==> config.mk <==
export PLATFORM = sky130hd
export DESIGN_NAME = aes_ct_streamer
export DESIGN_NICKNAME = d
export VERILOG_FILES = /design/src/rtl/aes_pkg.sv /design/src/rtl/aes_ct_streamer_latency_counter.sv /design/src/rtl/aes_ct_streamer.sv
export SDC_FILE = /design/constraint.sdc
export NUM_CORES = 1
export LEC_CHECK = 0
export CAP_MARGIN = 20
export CORE_UTILIZATION = 40
export CTS_CLUSTER_SIZE = 25
export DETAILED_ROUTE_END_ITERATION = 12
export PLACE_DENSITY_LB_ADDON = 0.1
export SETUP_SLACK_MARGIN = 0.02
export SYNTH_ARGS = -nofsm -noshare
export SYNTH_HDL_FRONTEND = slang
export SYNTH_HIERARCHICAL = 1
export SYNTH_SLANG_ARGS = --single-unit
==> constraint.sdc <==
create_clock -name clk -period 3.12 [get_ports clk]
set_clock_uncertainty 0.15 [all_clocks]
set_input_delay 0.468 -clock clk [delete_from_list [all_inputs] [get_ports clk]]
set_output_delay 0.468 -clock clk [all_outputs]
set_load 0.02 [all_outputs]
==> src/rtl/aes_pkg.sv <==
// Shared types and constants for the AES ciphertext byte streamer.
package aes_pkg;

    localparam int AES_BLOCK_W = 128;
    localparam int BYTE_W      = 8;
    localparam int CNT_W       = 8;

    typedef enum logic [1:0] {
        IDLE = 2'd0,
        WAIT = 2'd1,
        SEND = 2'd2,
        DONE = 2'd3
    } state_t;

endpackage

==> src/rtl/aes_ct_streamer_latency_counter.sv <==
// Loadable down-counter that times the AES core latency; flags when it reads zero.
module latency_counter
    import aes_pkg::*;
(
    input  logic             clk,
    input  logic             rst_n,
    input  logic             i_load,
    input  logic [CNT_W-1:0] i_load_val,
    input  logic             i_dec,
    output logic             o_zero
);

    logic [CNT_W-1:0] r_count;

    always_ff @(posedge clk or negedge rst_n) begin
        if (!rst_n) begin
            r_count <= '0;
        end else if (i_load) begin
            r_count <= i_load_val;
        end else if (i_dec && (r_count != '0)) begin
            r_count <= r_count - 1'b1;
        end
    end

    assign o_zero = (r_count == '0);

endmodule

==> src/rtl/aes_ct_streamer.sv <==
// Waits out the AES core latency, captures the ciphertext block for the RAM,
// then streams it MSB byte first over a valid/ready handshake.
module aes_ct_streamer
    import aes_pkg::*;
#(
    parameter int LATENCY = 21,
    parameter int NBYTES  = 16
) (
    input  logic                   clk,
    input  logic                   rst_n,
    input  logic                   start,
    input  logic [AES_BLOCK_W-1:0] ciphertext,
    output logic [BYTE_W-1:0]      byte_data,
    output logic                   byte_valid,
    input  logic                   byte_ready,
    output logic                   busy,
    output logic                   done,
    output logic [AES_BLOCK_W-1:0] block_q,
    output logic                   block_we
);

    localparam int IDX_W = $clog2(NBYTES);

    state_t                 r_state;
    state_t                 w_state_nxt;
    logic [AES_BLOCK_W-1:0] r_block_q;
    logic                   r_block_we;
    logic [IDX_W-1:0]       r_idx;
    logic [AES_BLOCK_W-1:0] w_shifted;
    logic                   w_load;
    logic                   w_cnt_zero;
    logic                   w_capture;
    logic                   w_accept;
    logic                   w_last;

    assign w_load    = (r_state == IDLE) && start;
    assign w_capture = (r_state == WAIT) && w_cnt_zero;
    assign w_accept  = (r_state == SEND) && byte_ready;
    assign w_last    = w_accept && (r_idx == IDX_W'(NBYTES - 1));
    assign w_shifted = r_block_q << (BYTE_W * int'(r_idx));

    latency_counter u_latency_counter (
        .clk        (clk),
        .rst_n      (rst_n),
        .i_load     (w_load),
        .i_load_val (CNT_W'(LATENCY - 1)),
        .i_dec      (r_state == WAIT),
        .o_zero     (w_cnt_zero)
    );

    always_ff @(posedge clk or negedge rst_n) begin
        if (!rst_n) begin
            r_state <= IDLE;
        end else begin
            r_state <= w_state_nxt;
        end
    end

    always_comb begin
        w_state_nxt = r_state;
        byte_valid  = 1'b0;
        byte_data   = '0;
        busy        = 1'b1;
        done        = 1'b0;
        case (r_state)
            IDLE: begin
                busy = 1'b0;
                if (start) w_state_nxt = WAIT;
            end
            WAIT: begin
                if (w_cnt_zero) w_state_nxt = SEND;
            end
            SEND: begin
                byte_valid = 1'b1;
                byte_data  = w_shifted[AES_BLOCK_W-1 -: BYTE_W];
                if (w_last) w_state_nxt = DONE;
            end
            DONE: begin
                done        = 1'b1;
                w_state_nxt = IDLE;
            end
            default: w_state_nxt = IDLE;
        endcase
    end

    // The captured block stays put until the next capture so the RAM sees stable data.
    always_ff @(posedge clk or negedge rst_n) begin
        if (!rst_n) begin
            r_block_q  <= '0;
            r_block_we <= 1'b0;
            r_idx      <= '0;
        end else begin
            r_block_we <= w_capture;
            if (w_capture) begin
                r_block_q <= ciphertext;
                r_idx     <= '0;
            end else if (w_accept) begin
                r_idx <= r_idx + 1'b1;
            end
        end
    end

    assign block_q  = r_block_q;
    assign block_we = r_block_we;

endmodule

---- Word-level counts from Yosys, hierarchy flattened ----
Cells that the tools add are included.
word-level totals
  flip-flop bits (word level) ............. 143
cells by class
  reductions and logical operators ........ 11
  equal/unequal tests ..................... 7
  multiplexer cells ....................... 12
  add/subtract/negate cells ............... 2
  shift operators ......................... 1
operators by type and width
  operator             number
  $shl 128x7->128      1
  $mux 8               3
  $logic_not 8->1      1
  $mux 4               2
  $pmux 2 s4           1
  $reduce_bool 8->1    1
  $sub 8x1->8 const B  1
  $mux 2               3
  $ne 2x2->1 const B   3
  $logic_and 1x1->1    5
  $add 4x1->4 const B  1
  $eq 2x2->1 const B   2
  $eq 4x4->1 const B   1
  $reduce_bool 2->1    2
  $mux 1               3
  $reduce_and 3->1     1
  $eq 2x1->1 const B   1
  $logic_not 2->1      1

---- Logic depth before layout (Yosys ltp) ----
Gate-level depths: netlist (run 1).
  depth in word-level cells ............... 5
  gate-level depth with buffers ........... 9
  depth with buffers taken out ............ 8

---- By module ----
Netlist (run 1), hierarchy kept.
modules (own cells, without submodules)
  module           cells an instance  times used  area each (um^2)
  aes_ct_streamer  426                1           6268.5
  latency_counter  58                 1           528.0

---- Worst setup path before layout (run 1) ----
No wires, ideal clock.
  path kind ............................... reg2reg
  start ................................... reg u_latency_counter.r_count[0]
  end ..................................... reg r_block_q[100] (netlist: block_q[100])
  setup time .............................. 125 ps
  stages on the path, launching flop included .. 10
  setup slack ............................. 610 ps
  arrival time ............................ 2235 ps
  cell sequence ........................... dfrtp_1 inv_1 ha_1 or3b_2 nor2_1 and2_1 buf_2 buf_2 buf_2 mux2_2
on the way
  cells in the longest elaborated chain, start to end .. 2
RTL lines
  what                    line                                   text
  start, declared         aes_ct_streamer_latency_counter.sv:13  logic [CNT_W-1:0] r_count;
  start signal, assigned  aes_ct_streamer_latency_counter.sv:19  r_count <= i_load_val;
  start signal, assigned  aes_ct_streamer_latency_counter.sv:21  r_count <= r_count - 1'b1;
  $logic_not 8->1         aes_ct_streamer_latency_counter.sv:25  assign o_zero = (r_count == '0);
  named net w_cnt_zero    aes_ct_streamer.sv:31                  logic w_cnt_zero;
  $logic_and 1x1->1       aes_ct_streamer.sv:37                  assign w_capture = (r_state == WAIT) && w_cnt_zero;
  named net w_capture     aes_ct_streamer.sv:32                  logic w_capture;
  end signal, assigned    aes_ct_streamer.sv:95                  r_block_q <= ciphertext;
  end, declared           aes_ct_streamer.sv:26                  logic [AES_BLOCK_W-1:0] r_block_q;
The timed path passes the listed nets, and every way through them passes these cells.
A chain may end at the register's enable or synchronous reset.

---- Final worst setup path (run 1) ----
  start ................................... reg r_idx[0]
  end ..................................... out byte_data[7]
on the way
  cells in the longest elaborated chain, start to end .. 2
RTL lines
  what                    line                   text
  start, declared         aes_ct_streamer.sv:28  logic [IDX_W-1:0] r_idx;
  start signal, assigned  aes_ct_streamer.sv:98  r_idx <= r_idx + 1'b1;
  $shl 128x7->128         aes_ct_streamer.sv:40  assign w_shifted = r_block_q << (BYTE_W * int'(r_idx));
  $mux 8                  aes_ct_streamer.sv:65  case (r_state)
  end, declared           aes_ct_streamer.sv:13  output logic [BYTE_W-1:0] byte_data,
Every way passes these cells.

==> results.sh, run 1 <==
export IMPL_number_of_register_bits_inferred_by_synthesis=143
export IMPL_multi_input_comb_area_um2=3020
export IMPL_fp_dieW_um=132
export IMPL_initial_util=0.410
export IMPL_drive_above_1_share=0.261
export IMPL_final_setup_vio_count=0
export IMPL_worstPathRequired_ns=2.50
export IMPL_yosys_cell_types_count=50
export IMPL_grt_setup_unrepaired="false"
export IMPL_clk_root_buffer_cell="sky130_fd_sc_hd__clkbuf_16"
export IMPL_number_of_drc_violations_after_detailed_routing=0
export IMPL_drt_antenna_violating_nets=0
export IMPL_vdd_drop_max_mv=0.475
export IMPL_top_ff_cell_synth="sky130_fd_sc_hd__dfrtp_1"
export IMPL_initial_antenna_violation_count=0
export IMPL_syn_avg_cell_area_um2=14.0
export IMPL_finalWorstPathRequiredPeriod_ns=2.97
export IMPL_yosysWarningCount=6
export IMPL_htree_num_levels=4
export IMPL_min_delay_path_class="reg2reg"
export IMPL_endpoint_type_of_the_worst_setup_path="output port"
export IMPL_critPathMaxStageDelay_ns=0.61
export IMPL_yosys_cell_count_top_type="sky130_fd_sc_hd__dfrtp_1"
export IMPL_tritoncts_num_sinks=143
export IMPL_postRouteWirelength_um=20600
export IMPL_grt_first_pass_wirelength_um=31700
export IMPL_syn_inst=484
export IMPL_synth_edf_count=0
export IMPL_clkPwrFrac=0.219
export IMPL_worst_ep_arrival_time_ns=2.35
export IMPL_drtIter0Drc=245
export IMPL_cts_root_to_sink_buffers=2
export IMPL_detail_route_first_pass_iterations=4
export IMPL_fin_setup_tns_ns=0
export IMPL_std_cell_rows=47
export IMPL_maxCapViolations=0
export IMPL_post_route_fraction_of_the_period_consumed_by_the_critical_path=0.950
export IMPL_final_hold_worst_slack_ns=0.381
export IMPL_design_die_area_um2=17500
export IMPL_dieHeight_um=132
export IMPL_outcome="complete, no violations"
export IMPL_io_pins=272
export IMPL_detail_route_wl_per_cell_um=20.5
export IMPL_vias=5217
export IMPL_number_of_buffers_created_by_cts=17
export IMPL_p_int_mw=6.15
export IMPL_nFillCells=1279
export IMPL_globalRoute_totalOverflow=0
export IMPL_cts_reportedPaths_clkPinSlew_ns=0.06
export IMPL_grt_start_max_net_pins=74
export IMPL_grt_usage=0.240
export IMPL_timing_final_hold_violations=0
export IMPL_sequential_cell_area_fraction_in_the_yosys_report=0.527
export IMPL_fin_nets=910
export IMPL_route_detailed_vias_per_inst=5.20
export IMPL_most_frequent_cells_after_synthesis="143 x sky130_fd_sc_hd__dfrtp_1, 135 x sky130_fd_sc_hd__mux2_2, 24 x sky130_fd_sc_hd__mux2i_1"
export IMPL_synth_area_top_cells="sky130_fd_sc_hd__dfrtp_1 53%, sky130_fd_sc_hd__mux2_2 22%, sky130_fd_sc_hd__mux2i_1 3.5%"
export IMPL_power_frac_comb=0.450
export IMPL_critPathSlowestCell="sky130_fd_sc_hd__mux4_1"
export IMPL_worst_slew_pin_slew_ns=0.694
export IMPL_startpoint_type="flip-flop"
export IMPL_yosys_area_top_type="sky130_fd_sc_hd__dfrtp_1"
export IMPL_maxSlewViolCount=0
export IMPL_post_synthesis_cell_area_um2=6800
export IMPL_antennaDiodeCount=0
export IMPL_timing_slew_headroom=0.538
export IMPL_placeableCoreArea_um2=16600
export IMPL_cellPowerDensity_nw_per_um2=927
export IMPL_area_growth_pct=54.0
export IMPL_path_class="reg2out"
export IMPL_clock_latency_ns=0.41
export IMPL_dp_hpwl_um=15600
export IMPL_regArea_um2=3580
export IMPL_place_gp_congestion=0.879
export IMPL_tritoncts_clock_tree="built"
export IMPL_max_freq_ghz=0.337
export IMPL_leakage_nw=4.70
export IMPL_seqPwrFrac=0.331
export IMPL_worstPathCellList="buf_6, mux4_1, o2111ai_1, a21oi_1, dlygate4sd2_1"
export IMPL_timing_critical_path_fanout_max=10
export IMPL_switching_share=0.367
export IMPL_port_buffer_count=271
export IMPL_net_switching_power_mw=3.56
export IMPL_synth_async_reset_ratio=1.00
export IMPL_yosys_area_top_type_share=0.527
export IMPL_grt_pass1_vias=5505
-- registers in the layout, summed over array words and instances, names as in the netlist --
name                       cells
block_q                      128
r_idx                          4
r_state                        2
u_latency_counter/r_count      8
block_we                       1
-- layer usage --
| layer | share of wire | global-route usage |
|---|---|---|
| met3 | 0.070 | 0.0681 |
| met4 | 0.019 | 0.0785 |
| met1 | 0.42 | 0.308 |
| met2 | 0.49 | 0.392 |
| met5 | 0 | 0 |
-- placed cells by master, fill, tap and decap left out, drive strengths merged, types with 4 or more instances in the layout --
master / synthesis / routed
clkdlybuf4s50: 0 / 262
dfrtp: 143 / 143
mux2: 135 / 135
mux2i: 24 / 24
buf: 25 / 20
clkbuf: 4 / 17
nand2: 16 / 16
mux4: 16 / 16
nor2: 15 / 15
a21oi: 13 / 13
o21ai: 10 / 10
inv: 7 / 9
dlygate4sd2: 0 / 8
conb: 2 / 8
a22oi: 7 / 7
ha: 7 / 7
o221ai: 7 / 7
clkinv: 1 / 7
nor2b: 6 / 6
nand3: 5 / 5
bufinv: 0 / 4
-- worst paths after layout --
check                                              from           end  slack (ns)  depth (start not counted)
max in group asynchronous                         rst_n   block_q[45]        1.48                          3
min reg2reg                                 block_q[67]   block_q[67]        0.38                          1
max reg2reg                u_latency_counter/r_count[0]   block_q[12]        0.47                          7
min in group asynchronous                         rst_n  block_q[118]        0.49                          2
max                                            r_idx[0]  byte_data[7]        0.15                          5
min                                         block_q[67]   block_q[67]        0.38                          1
-- cell families after synthesis --
kind of cell    after synthesis  synth area share
xor+xnor                      2           0.00258
simple gates                 60            0.0446
other cells                   2           0.00110
mux                         175             0.316
flops                       143             0.527
buf+inv                      37            0.0355
fa+ha+maj                     7            0.0129
compound gates               58            0.0604
-- final cells by class --
type	count	share of cell area
Clock buffer	17	0.0406
Clock inverter	14	0.0182
Inverter	8	0.00287
Multi-Input combinational cell	310	0.289
Sequential cell	143	0.342
Tap cell	220	0.0263
Timing Repair Buffer	291	0.281
-- worst max-delay path, delay by kind of cell (launching register included) --
kind            cells  cell delay (ns)
mux                 1             0.61
buf+inv             2             0.55
flops               1             0.47
compound gates      2             0.29
-- power groups by stage --
stage | Combinational [mW] | Clock, mW | Sequential, mW
after floorplan | 1.79 | 0 | 3.67
after global placement | 4.14 | 0 | 3.29
after detailed placement | 4.23 | 0 | 3.29
after CTS | 4.39 | 2.16 | 3.22
after global routing | 4.62 | 2.24 | 3.31
final | 4.37 | 2.13 | 3.21
-- what timing repair did --
action / 4_1_cts / 5_1_grt
hold buffers: 1 / 0
gates resized for setup: 14 / 0
setup endpoints to repair: 8 / 0
endpoints found under the hold margin: 72 / 0
setup buffers: 3 / 0
-- metrics by stage --
stage,power [mW],setup slack (ns),instance area (um^2),instances,util
2_1_floorplan,5.46,0.610,6820,490,-
3_3_place_gp,7.43,0.197,9770,968,0.589
3_5_place_dp,7.52,0.148,9770,968,0.589
4_1_cts,9.77,0.147,10500,1003,0.631
5_1_grt,10.2,0.0489,10500,1003,0.631
6_report,9.71,0.155,10500,1003,0.631
No activity file was read; power rests on OpenSTA's default activity.
==> inputs of run 2 (changes only) <==
- SKIP_LAST_GASP: default -> 1
==> run 2 against run 1 <==
Net effect: via count fell by 0.63%; routed wire length barely moved; utilization did not move; clock power barely moved; sequential power barely moved; power barely moved; critical path depth did not move; die area did not move; sequential share of layout area did not move; register-to-register slack barely moved; setup slack improved by 0.0061 ns; fmax rose by 0.21%; critical endpoint unchanged.
==> results.sh, run 2 (synthesis results as in run 1) <==
export IMPL_cellPowerDensity_nw_per_um2=928
export IMPL_globalRoute_totalOverflow=0
export IMPL_design_die_area_um2=17500
export IMPL_grt_start_max_net_pins=74
export IMPL_tritoncts_num_sinks=143
export IMPL_io_pins=272
export IMPL_layout_cells_most_common_list="262 x sky130_fd_sc_hd__clkdlybuf4s50_1, 141 x sky130_fd_sc_hd__dfrtp_1, 135 x sky130_fd_sc_hd__mux2_2, 23 x sky130_fd_sc_hd__mux2i_1, 17 x sky130_fd_sc_hd__clkbuf_16"
export IMPL_place_gp_congestion=0.879
export IMPL_dp_hpwl_um=15600
export IMPL_post_route_fraction_of_the_period_consumed_by_the_critical_path=0.948
export IMPL_maxSlewViolCount=0
export IMPL_antennaDiodeCount=0
export IMPL_clock_latency_ns=0.42
export IMPL_hold_depth=1
export IMPL_vias=5184
export IMPL_postRouteWirelength_um=20600
export IMPL_place_area_um2=9770
export IMPL_vdd_drop_max_mv=0.474
export IMPL_tritoncts_clock_tree="built"
export IMPL_initial_antenna_violation_count=0
export IMPL_fin_nets=910
export IMPL_route_detailed_vias_per_inst=5.17
export IMPL_detail_route_first_pass_iterations=5
export IMPL_maxCapViolations=0
export IMPL_layout_cells_non_filler=1003
export IMPL_initial_util=0.410
export IMPL_nFillCells=1277
export IMPL_startpoint_type="flip-flop"
export IMPL_final_setup_vio_count=0
export IMPL_worst_slew_pin_slew_ns=0.692
export IMPL_grt_pass1_vias=5505
export IMPL_fin_setup_tns_ns=0
export IMPL_regArea_um2=3580
export IMPL_port_buffer_count=271
export IMPL_cts_reportedPaths_clkPinSlew_ns=0.06
export IMPL_cts_root_to_sink_buffers=2
export IMPL_timing_critical_path_fanout_max=10
export IMPL_worst_ep_arrival_time_ns=2.34
export IMPL_post_route_cell_area_um2=10500
export IMPL_largest_reg_flops=128
export IMPL_dieHeight_um=132
export IMPL_outcome="complete, no violations"
export IMPL_grt_usage=0.240
export IMPL_number_of_buffers_created_by_cts=17
export IMPL_max_freq_ghz=0.338
export IMPL_drtIter0Drc=257
export IMPL_rr_worst_depth=7
export IMPL_htree_num_levels=4
export IMPL_endpoint_type_of_the_worst_setup_path="output port"
export IMPL_worstPathRequired_ns=2.50
export IMPL_placeableCoreArea_um2=16600
export IMPL_path_class="reg2out"
export IMPL_number_of_drc_violations_after_detailed_routing=0
export IMPL_drive_above_1_share=0.261
export IMPL_layout_cells_most_common="sky130_fd_sc_hd__clkdlybuf4s50_1"
export IMPL_grt_first_pass_wirelength_um=31700
export IMPL_std_cell_rows=47
export IMPL_finalWorstPathRequiredPeriod_ns=2.96
export IMPL_drt_antenna_violating_nets=0
export IMPL_fp_dieW_um=132
export IMPL_timing_final_hold_violations=0
export IMPL_min_delay_path_class="reg2reg"
export IMPL_detail_route_wl_per_cell_um=20.5
export IMPL_multi_input_comb_area_um2=3020
export IMPL_area_growth_pct=54.0
export IMPL_placed_cells_incl_taps=968
export IMPL_leakage_nw=4.72
export IMPL_clk_root_buffer_cell="sky130_fd_sc_hd__clkbuf_16"
export IMPL_grt_setup_unrepaired="false"
export IMPL_timing_slew_headroom=0.539
[run 2: report_power, final]
group	switching (mW)	internal, mW
clock network	0.795	1.33
registers	0.696	2.52
logic	2.07	2.30
[run 2: repair_timing]
item / in CTS / in global routing
setup endpoints to repair: 8 / 1
resized for setup: 12 / 2
hold buffers: 1 / 0
cloned: 0 / 0
buffers inserted: 3 / 0
hold endpoints to repair: 72 / 0
[run 2: metrics by stage]
step / hold slack [ns] / power [mW] / util / worst slack (ns)
floorplan: 0.0224 / 5.46 / - / 0.610
global route: 0.393 / 10.2 / 0.631 / 0.0640
CTS: 0.386 / 9.77 / 0.631 / -0.0600
finish: 0.381 / 9.71 / 0.631 / 0.161
detailed placement: 0.369 / 7.52 / 0.589 / 0.148
global placement: 0.357 / 7.43 / 0.589 / 0.197
[run 2: final timing paths]
path / slack, ns / to / from
min in group asynchronous: 0.48 / block_q[118] / rst_n
worst min register to register: 0.38 / block_q[67] / block_q[67]
max in group asynchronous: 1.49 / block_q[45] / rst_n
worst max register to register: 0.47 / block_q[12] / u_latency_counter/r_count[0]
worst max-delay path: 0.16 / byte_data[7] / r_idx[0]
worst min-delay path: 0.38 / block_q[67] / block_q[67]
[run 2: critical path: stages, from the launching register on]
cell	delay [ns]
sky130_fd_sc_hd__dfrtp_4	0.47
sky130_fd_sc_hd__buf_6	0.20
sky130_fd_sc_hd__mux4_1	0.60
sky130_fd_sc_hd__o2111ai_1	0.20
sky130_fd_sc_hd__a21oi_1	0.09
sky130_fd_sc_hd__dlygate4sd2_1	0.35
[run 2: area by class of cell]
| cell class | instances | share of cell area |
|---|---|---|
| inverter | 8 | 0.00287 |
| tap | 220 | 0.0263 |
| timing repair buffer | 291 | 0.281 |
| clock inverter | 14 | 0.0182 |
| clock buffer | 17 | 0.0406 |
| sequential | 143 | 0.342 |
| multi-input combinational | 310 | 0.289 |
[run 2: per-layer routing]
| metal | GRT usage | part of all wire |
|---|---|---|
| met1 | 0.307 | 0.42 |
| met4 | 0.0785 | 0.019 |
| met5 | 0 | 0 |
| met2 | 0.392 | 0.49 |
| met3 | 0.0681 | 0.067 |
